[config.mk]
export PLATFORM = sky130hd
export DESIGN_NAME = proc_write_unit
export DESIGN_NICKNAME = d
export VERILOG_FILES = /design/src/rtl/proc_write_unit_pkg.sv /design/src/rtl/proc_pingpong_status.sv /design/src/rtl/proc_write_unit.sv
export SDC_FILE = /design/constraint.sdc
export NUM_CORES = 1
export LEC_CHECK = 0
export CAP_MARGIN = 10
export CORE_ASPECT_RATIO = 1.25
export CORE_MARGIN = 4
export CORE_UTILIZATION = 52
export DETAILED_ROUTE_END_ITERATION = 10
export PLACE_DENSITY = 0.87
export SKIP_CTS_REPAIR_TIMING = 1
export SYNTH_ARGS = -nofsm -noshare
export SYNTH_HDL_FRONTEND = slang
export SYNTH_SLANG_ARGS = --single-unit
[constraint.sdc]
create_clock -name clk -period 6.8 [get_ports clk]
set_input_delay 0.68 -clock clk [delete_from_list [all_inputs] [get_ports clk]]
set_output_delay 0.68 -clock clk [all_outputs]
set_load 0.01 [all_outputs]
[src/rtl/proc_write_unit_pkg.sv]
// Shared definitions for the ARM-side ping-pong feature buffer writer.
package proc_write_unit_pkg;

  localparam int unsigned FEATURE_WIDTH_DEF = 16;
  localparam int unsigned ADDR_WIDTH_DEF    = 16;

  typedef enum logic [1:0] {
    IDLE      = 2'd0,
    WAIT_BANK = 2'd1,
    WRITE     = 2'd2,
    DONE      = 2'd3
  } wr_state_e;

  typedef logic bank_t;

endpackage

[src/rtl/proc_pingpong_status.sv]
// Fill pointer and per-bank full flags shared between the ARM writer and compute side.
module proc_pingpong_status
  import proc_write_unit_pkg::*;
(
  input  logic clk,
  input  logic rst,
  input  logic set_strobe,
  input  logic set_bank,
  input  logic release_0,
  input  logic release_1,
  output logic fill_ptr,
  output logic full_0,
  output logic full_1
);

  bank_t fill_ptr_q, fill_ptr_d;
  logic  full_0_q, full_0_d;
  logic  full_1_q, full_1_d;

  // Release is applied first so a same-cycle set on that bank overrides it.
  always_comb begin
    fill_ptr_d = fill_ptr_q;
    full_0_d   = full_0_q & ~release_0;
    full_1_d   = full_1_q & ~release_1;
    if (set_strobe) begin
      if (set_bank == 1'b0) full_0_d = 1'b1;
      else                  full_1_d = 1'b1;
      fill_ptr_d = ~fill_ptr_q;
    end
  end

  always_ff @(posedge clk) begin
    if (rst) begin
      fill_ptr_q <= 1'b0;
      full_0_q   <= 1'b0;
      full_1_q   <= 1'b0;
    end else begin
      fill_ptr_q <= fill_ptr_d;
      full_0_q   <= full_0_d;
      full_1_q   <= full_1_d;
    end
  end

  assign fill_ptr = fill_ptr_q;
  assign full_0   = full_0_q;
  assign full_1   = full_1_q;

endmodule

[src/rtl/proc_write_unit.sv]
// ARM burst writer: streams 2-feature words into the ping-pong bank selected by the fill pointer.
module proc_write_unit
  import proc_write_unit_pkg::*;
#(
  parameter int unsigned FEATURE_WIDTH = FEATURE_WIDTH_DEF,
  parameter int unsigned ADDR_WIDTH    = ADDR_WIDTH_DEF
) (
  input  logic                         clk,
  input  logic                         rst,
  input  logic                         arm_write_start,
  input  logic [ADDR_WIDTH-1:0]        arm_write_base,
  input  logic [ADDR_WIDTH-1:0]        arm_write_len,
  input  logic                         arm_write_valid,
  input  logic [FEATURE_WIDTH*2-1:0]   arm_write_data,
  output logic                         arm_write_ready,
  output logic                         arm_write_done,
  output logic                         arm_write_bank,
  output logic                         busy,
  input  logic                         bank_release_0,
  input  logic                         bank_release_1,
  output logic                         bank_full_0,
  output logic                         bank_full_1,
  output logic                         write_enable_0,
  output logic [ADDR_WIDTH-1:0]        write_addr_0,
  output logic [FEATURE_WIDTH*2-1:0]   write_data_0,
  output logic                         write_enable_1,
  output logic [ADDR_WIDTH-1:0]        write_addr_1,
  output logic [FEATURE_WIDTH*2-1:0]   write_data_1
);

  localparam int unsigned DATA_WIDTH = FEATURE_WIDTH * 2;
  localparam logic [ADDR_WIDTH-1:0] ADDR_ONE = ADDR_WIDTH'(1);

  wr_state_e               state_q, state_d;
  bank_t                   tgt_q, tgt_d;
  logic [ADDR_WIDTH-1:0]   base_q, base_d;
  logic [ADDR_WIDTH-1:0]   len_q, len_d;
  logic [ADDR_WIDTH-1:0]   count_q, count_d;
  logic                    we_q, we_d;
  logic [ADDR_WIDTH-1:0]   waddr_q, waddr_d;
  logic [DATA_WIDTH-1:0]   wdata_q, wdata_d;

  logic  fill_ptr;
  logic  full_tgt;
  logic  full_fill;
  logic  release_tgt;
  logic  set_strobe;

  proc_pingpong_status u_status (
    .clk        (clk),
    .rst        (rst),
    .set_strobe (set_strobe),
    .set_bank   (tgt_q),
    .release_0  (bank_release_0),
    .release_1  (bank_release_1),
    .fill_ptr   (fill_ptr),
    .full_0     (bank_full_0),
    .full_1     (bank_full_1)
  );

  assign full_tgt    = tgt_q    ? bank_full_1    : bank_full_0;
  assign full_fill   = fill_ptr ? bank_full_1    : bank_full_0;
  assign release_tgt = tgt_q    ? bank_release_1 : bank_release_0;
  assign set_strobe  = (state_q == DONE) && (len_q != '0);

  always_comb begin
    state_d = state_q;
    tgt_d   = tgt_q;
    base_d  = base_q;
    len_d   = len_q;
    count_d = count_q;
    we_d    = 1'b0;
    waddr_d = waddr_q;
    wdata_d = wdata_q;
    case (state_q)
      IDLE: begin
        if (arm_write_start) begin
          base_d  = arm_write_base;
          len_d   = arm_write_len;
          tgt_d   = fill_ptr;
          count_d = '0;
          if (arm_write_len == '0) state_d = DONE;
          else if (full_fill)      state_d = WAIT_BANK;
          else                     state_d = WRITE;
        end
      end
      WAIT_BANK: begin
        // A release landing this cycle is enough; no need to wait for the flag to drop.
        if (!full_tgt || release_tgt) state_d = WRITE;
      end
      WRITE: begin
        if (arm_write_valid) begin
          we_d    = 1'b1;
          waddr_d = base_q + count_q;
          wdata_d = arm_write_data;
          count_d = count_q + ADDR_ONE;
          if (count_q + ADDR_ONE == len_q) state_d = DONE;
        end
      end
      DONE: state_d = IDLE;
      default: state_d = IDLE;
    endcase
  end

  always_ff @(posedge clk) begin
    if (rst) begin
      state_q <= IDLE;
      tgt_q   <= 1'b0;
      base_q  <= '0;
      len_q   <= '0;
      count_q <= '0;
      we_q    <= 1'b0;
      waddr_q <= '0;
      wdata_q <= '0;
    end else begin
      state_q <= state_d;
      tgt_q   <= tgt_d;
      base_q  <= base_d;
      len_q   <= len_d;
      count_q <= count_d;
      we_q    <= we_d;
      waddr_q <= waddr_d;
      wdata_q <= wdata_d;
    end
  end

  assign arm_write_ready = (state_q == WRITE);
  assign arm_write_done  = (state_q == DONE);
  assign arm_write_bank  = tgt_q;
  assign busy            = (state_q != IDLE);

  assign write_enable_0 = we_q & ~tgt_q;
  assign write_addr_0   = tgt_q ? '0 : waddr_q;
  assign write_data_0   = tgt_q ? '0 : wdata_q;
  assign write_enable_1 = we_q & tgt_q;
  assign write_addr_1   = tgt_q ? waddr_q : '0;
  assign write_data_1   = tgt_q ? wdata_q : '0;

endmodule

==> run metrics <==
outcome complete, no violations; CTS tree built; htree depth 3; Post-Syn Area 5886 µm²; initial core utilization 0.5310; leak pwr about 3.0 nW; count leader, synth nand2_1; Crit Reg-Reg Endpoint count_q[13]; worst path cell trace clkdlybuf4s50_1 -> and2_2 -> buf_4 -> nand2_1 -> or4_2 -> a21oi_1; GP Congestion between 0.9 and 1; crit-path max cell delay about 0.7 ns; layout cells sized above 1 0.04442; CP max-delay cell or4_2; yosys warns 0; Setup crit start kind primary input; clock buffer count from CTS 9; Least-Margin Pin Slew between 1 and 1.5 ns; vias in the first global route 5188; Final nets 1010; post-DR vias/cell approximately 5.5; RSZ-0062 raised after global routing no; DIE WIDTH ~100 µm; post-layout min period slightly below 3 ns; Tot Pwr around 1.8 mW; largest cells by area after synthesis dfxtp_1 35%, nand2_1 11%, a21oi_1 9.2%; die height 126.9 µm; largest area contributor in the netlist dfxtp_1; Yosys cell types 59; Area Overhead vs Synth 33.82%; per-cell routed wire length 15.12 µm; Slew HR 0.1858; Post-Syn Area per Cell between 7 and 8 µm²; fill cell total of the finished layout 895; Post-Layout Cell Count around 1100; clk buf depth 2; DRC viols 0; ys async rst share 0; initial antenna violation count 0; core footprint around 11000 µm²; Critical Path Sink count_q[13]; Sink Count 103; period utilization 0.4354; critical path depth in cells 6; clk root buf clkbuf_16; io pins approximately 170; grt met3 use 0.03135; number of synthesized flops with an enable pin 0; Top Usage Layer GRT met2; die area between 10000 and 15000 µm²; DPL Wire Length between 10 and 15 mm; CP required between 7 and 8 ns; Setup Skew approximately 0.0070 ns; met1 Usage GRT 0.2819; FP Rows 43; Port-buffer cells between 150 and 200; top_reg_cell synth dfxtp_1; grt ovf 0; top cells by count, synth 165 x nand2_1, 108 x a21oi_1, 103 x dfxtp_1; PwrDens around 230 nW/µm²; largest net degree at the start of global routing roughly 100; utilization after layout 0.7107; via count 5823; Critical Path AT roughly 3.2 ns; Iter 0 DRT Violations just under 300; Synth Instances around 780; sequential share of the synthesized area 0.3503; Worst Hold Class reg2reg; max-cap viol count 0; Worst Setup SP arm_write_valid; Crit Path Class in2reg; Synth Register Bits roughly 100; Slew Viols, Final 0; syn_nets between 800 and 900; met2 Resource Use GR 0.4239; first-pass GRT wire length 25.15 mm; Reg clk slew, reported paths 0.07 ns; Reg-to-Reg Start state_q[0]; Sum Neg Setup Slack 0 ns; maximum VDD drop ~180 µV; f_max roughly 340 MHz; final setup violating endpoints 0; # diodes 0; endpoints failing hold 0; Post-Route WL ~16 mm; delay-heaviest family, CP simple AND/OR/NAND/NOR gates; critical path fanouts, max between 50 and 60; r2r setup slk ~4 ns; Buf/Inv on CP 2; placed insts around 1000; R2R cell count 7; total track usage 0.2381; drt first pass iters 5; top-area cell type share of the netlist area 0.3503; Worst Hold Depth 2; Detail Route Antenna Nets 0; CP endpoint kind flop; worst-skew pair later-pin latency about 0.35 ns
## worst register-to-register path: cells and delay by family (launching register included)
kind	cells	cell delay, ns
DFF	1	0.34
buffers and inverters	2	0.52
AOI/OAI and AO/OA	1	0.15
and+or+nand+nor	3	1.50
adders and majority gates	1	0.22
## state kept, by name (all words and copies together) (netlist names)
register	flops
arm_write_bank	1
base_q	16
count_q	16
len_q	16
state_q	2
u_status.fill_ptr	1
u_status.full_0	1
u_status.full_1	1
waddr_q	16
wdata_q	32
we_q	1
## cell type report
cell class | instances | area [µm²] | share of cell area
clock inverters | 7 | 82.58 | 0.01048
inverters | 11 | 41.29 | 0.005242
multi-input cells | 616 | 3536 | 0.4489
clock buffers | 9 | 225.2 | 0.02859
well taps | 135 | 168.9 | 0.02145
repair buffers | 177 | 1759 | 0.2234
flip-flops and latches | 103 | 2063 | 0.2620
## power by group
| group | internal [mW] | switching (mW) |
|---|---|---|
| sequential | 0.671 | 0.0558 |
| combinational | 0.236 | 0.302 |
| clock | 0.290 | 0.238 |
## per-stage QoR
step | instance area [µm²] | worst slack, ns | hold slack [ns]
2_1_floorplan | 5886 | 4.523 | 0.4357
3_3_place_gp | 7569 | 3.567 | 0.4404
3_5_place_dp | 7569 | 3.487 | 0.4466
4_1_cts | 7876 | 3.847 | 0.4568
5_1_grt | 7876 | 3.659 | 0.4813
6_report | 7876 | 3.839 | 0.4536
## metal layers
layer | part of all wire | vias to the layer above
met5 | 0 | -
met4 | 0.030 | 0
met3 | 0.065 | 42
met2 | 0.51 | 213
met1 | 0.39 | 2651
li1 | - | 2917
## cells by family (layout without fill, tap and decap cells)
logic type,after synthesis,after routing,synth area share
flops,103,103,0.3503
buf+inv,62,204,0.04953
simple gates,392,392,0.3372
mux,5,5,0.008504
compound gates,168,168,0.1633
xor+xnor,29,29,0.04316
fa+ha+maj,22,22,0.04804
## worst min-delay path by stage
stage / from / to
floorplan: waddr_q[10] / waddr_q[10]
global placement: arm_write_bank / arm_write_bank
detailed placement: arm_write_bank / arm_write_bank
CTS: arm_write_bank / arm_write_bank
global route: waddr_q[9] / waddr_q[9]
finish: arm_write_bank / arm_write_bank
## placed cells by master (no fill, tap or decap), types with 4 or more instances in the layout
cell / n
a211oi_1: 6
and3_1: 4
nor2_1: 32
nand3_1: 14
clkbuf_16: 9
buf_4: 5
mux2i_1: 5
xor2_1: 9
nand2_1: 164
nor2b_1: 54
o21ai_0: 23
a31oi_1: 5
ha_1: 21
nand4_1: 9
dfxtp_1: 102
nor4_1: 8
and2_1: 52
or3_1: 9
inv_1: 11
xnor2_1: 20
a21o_1: 5
a41oi_1: 4
a21oi_1: 108
nor3_1: 11
nand2b_1: 5
clkdlybuf4s50_1: 172
No activity file was read; power rests on OpenSTA's default activity.
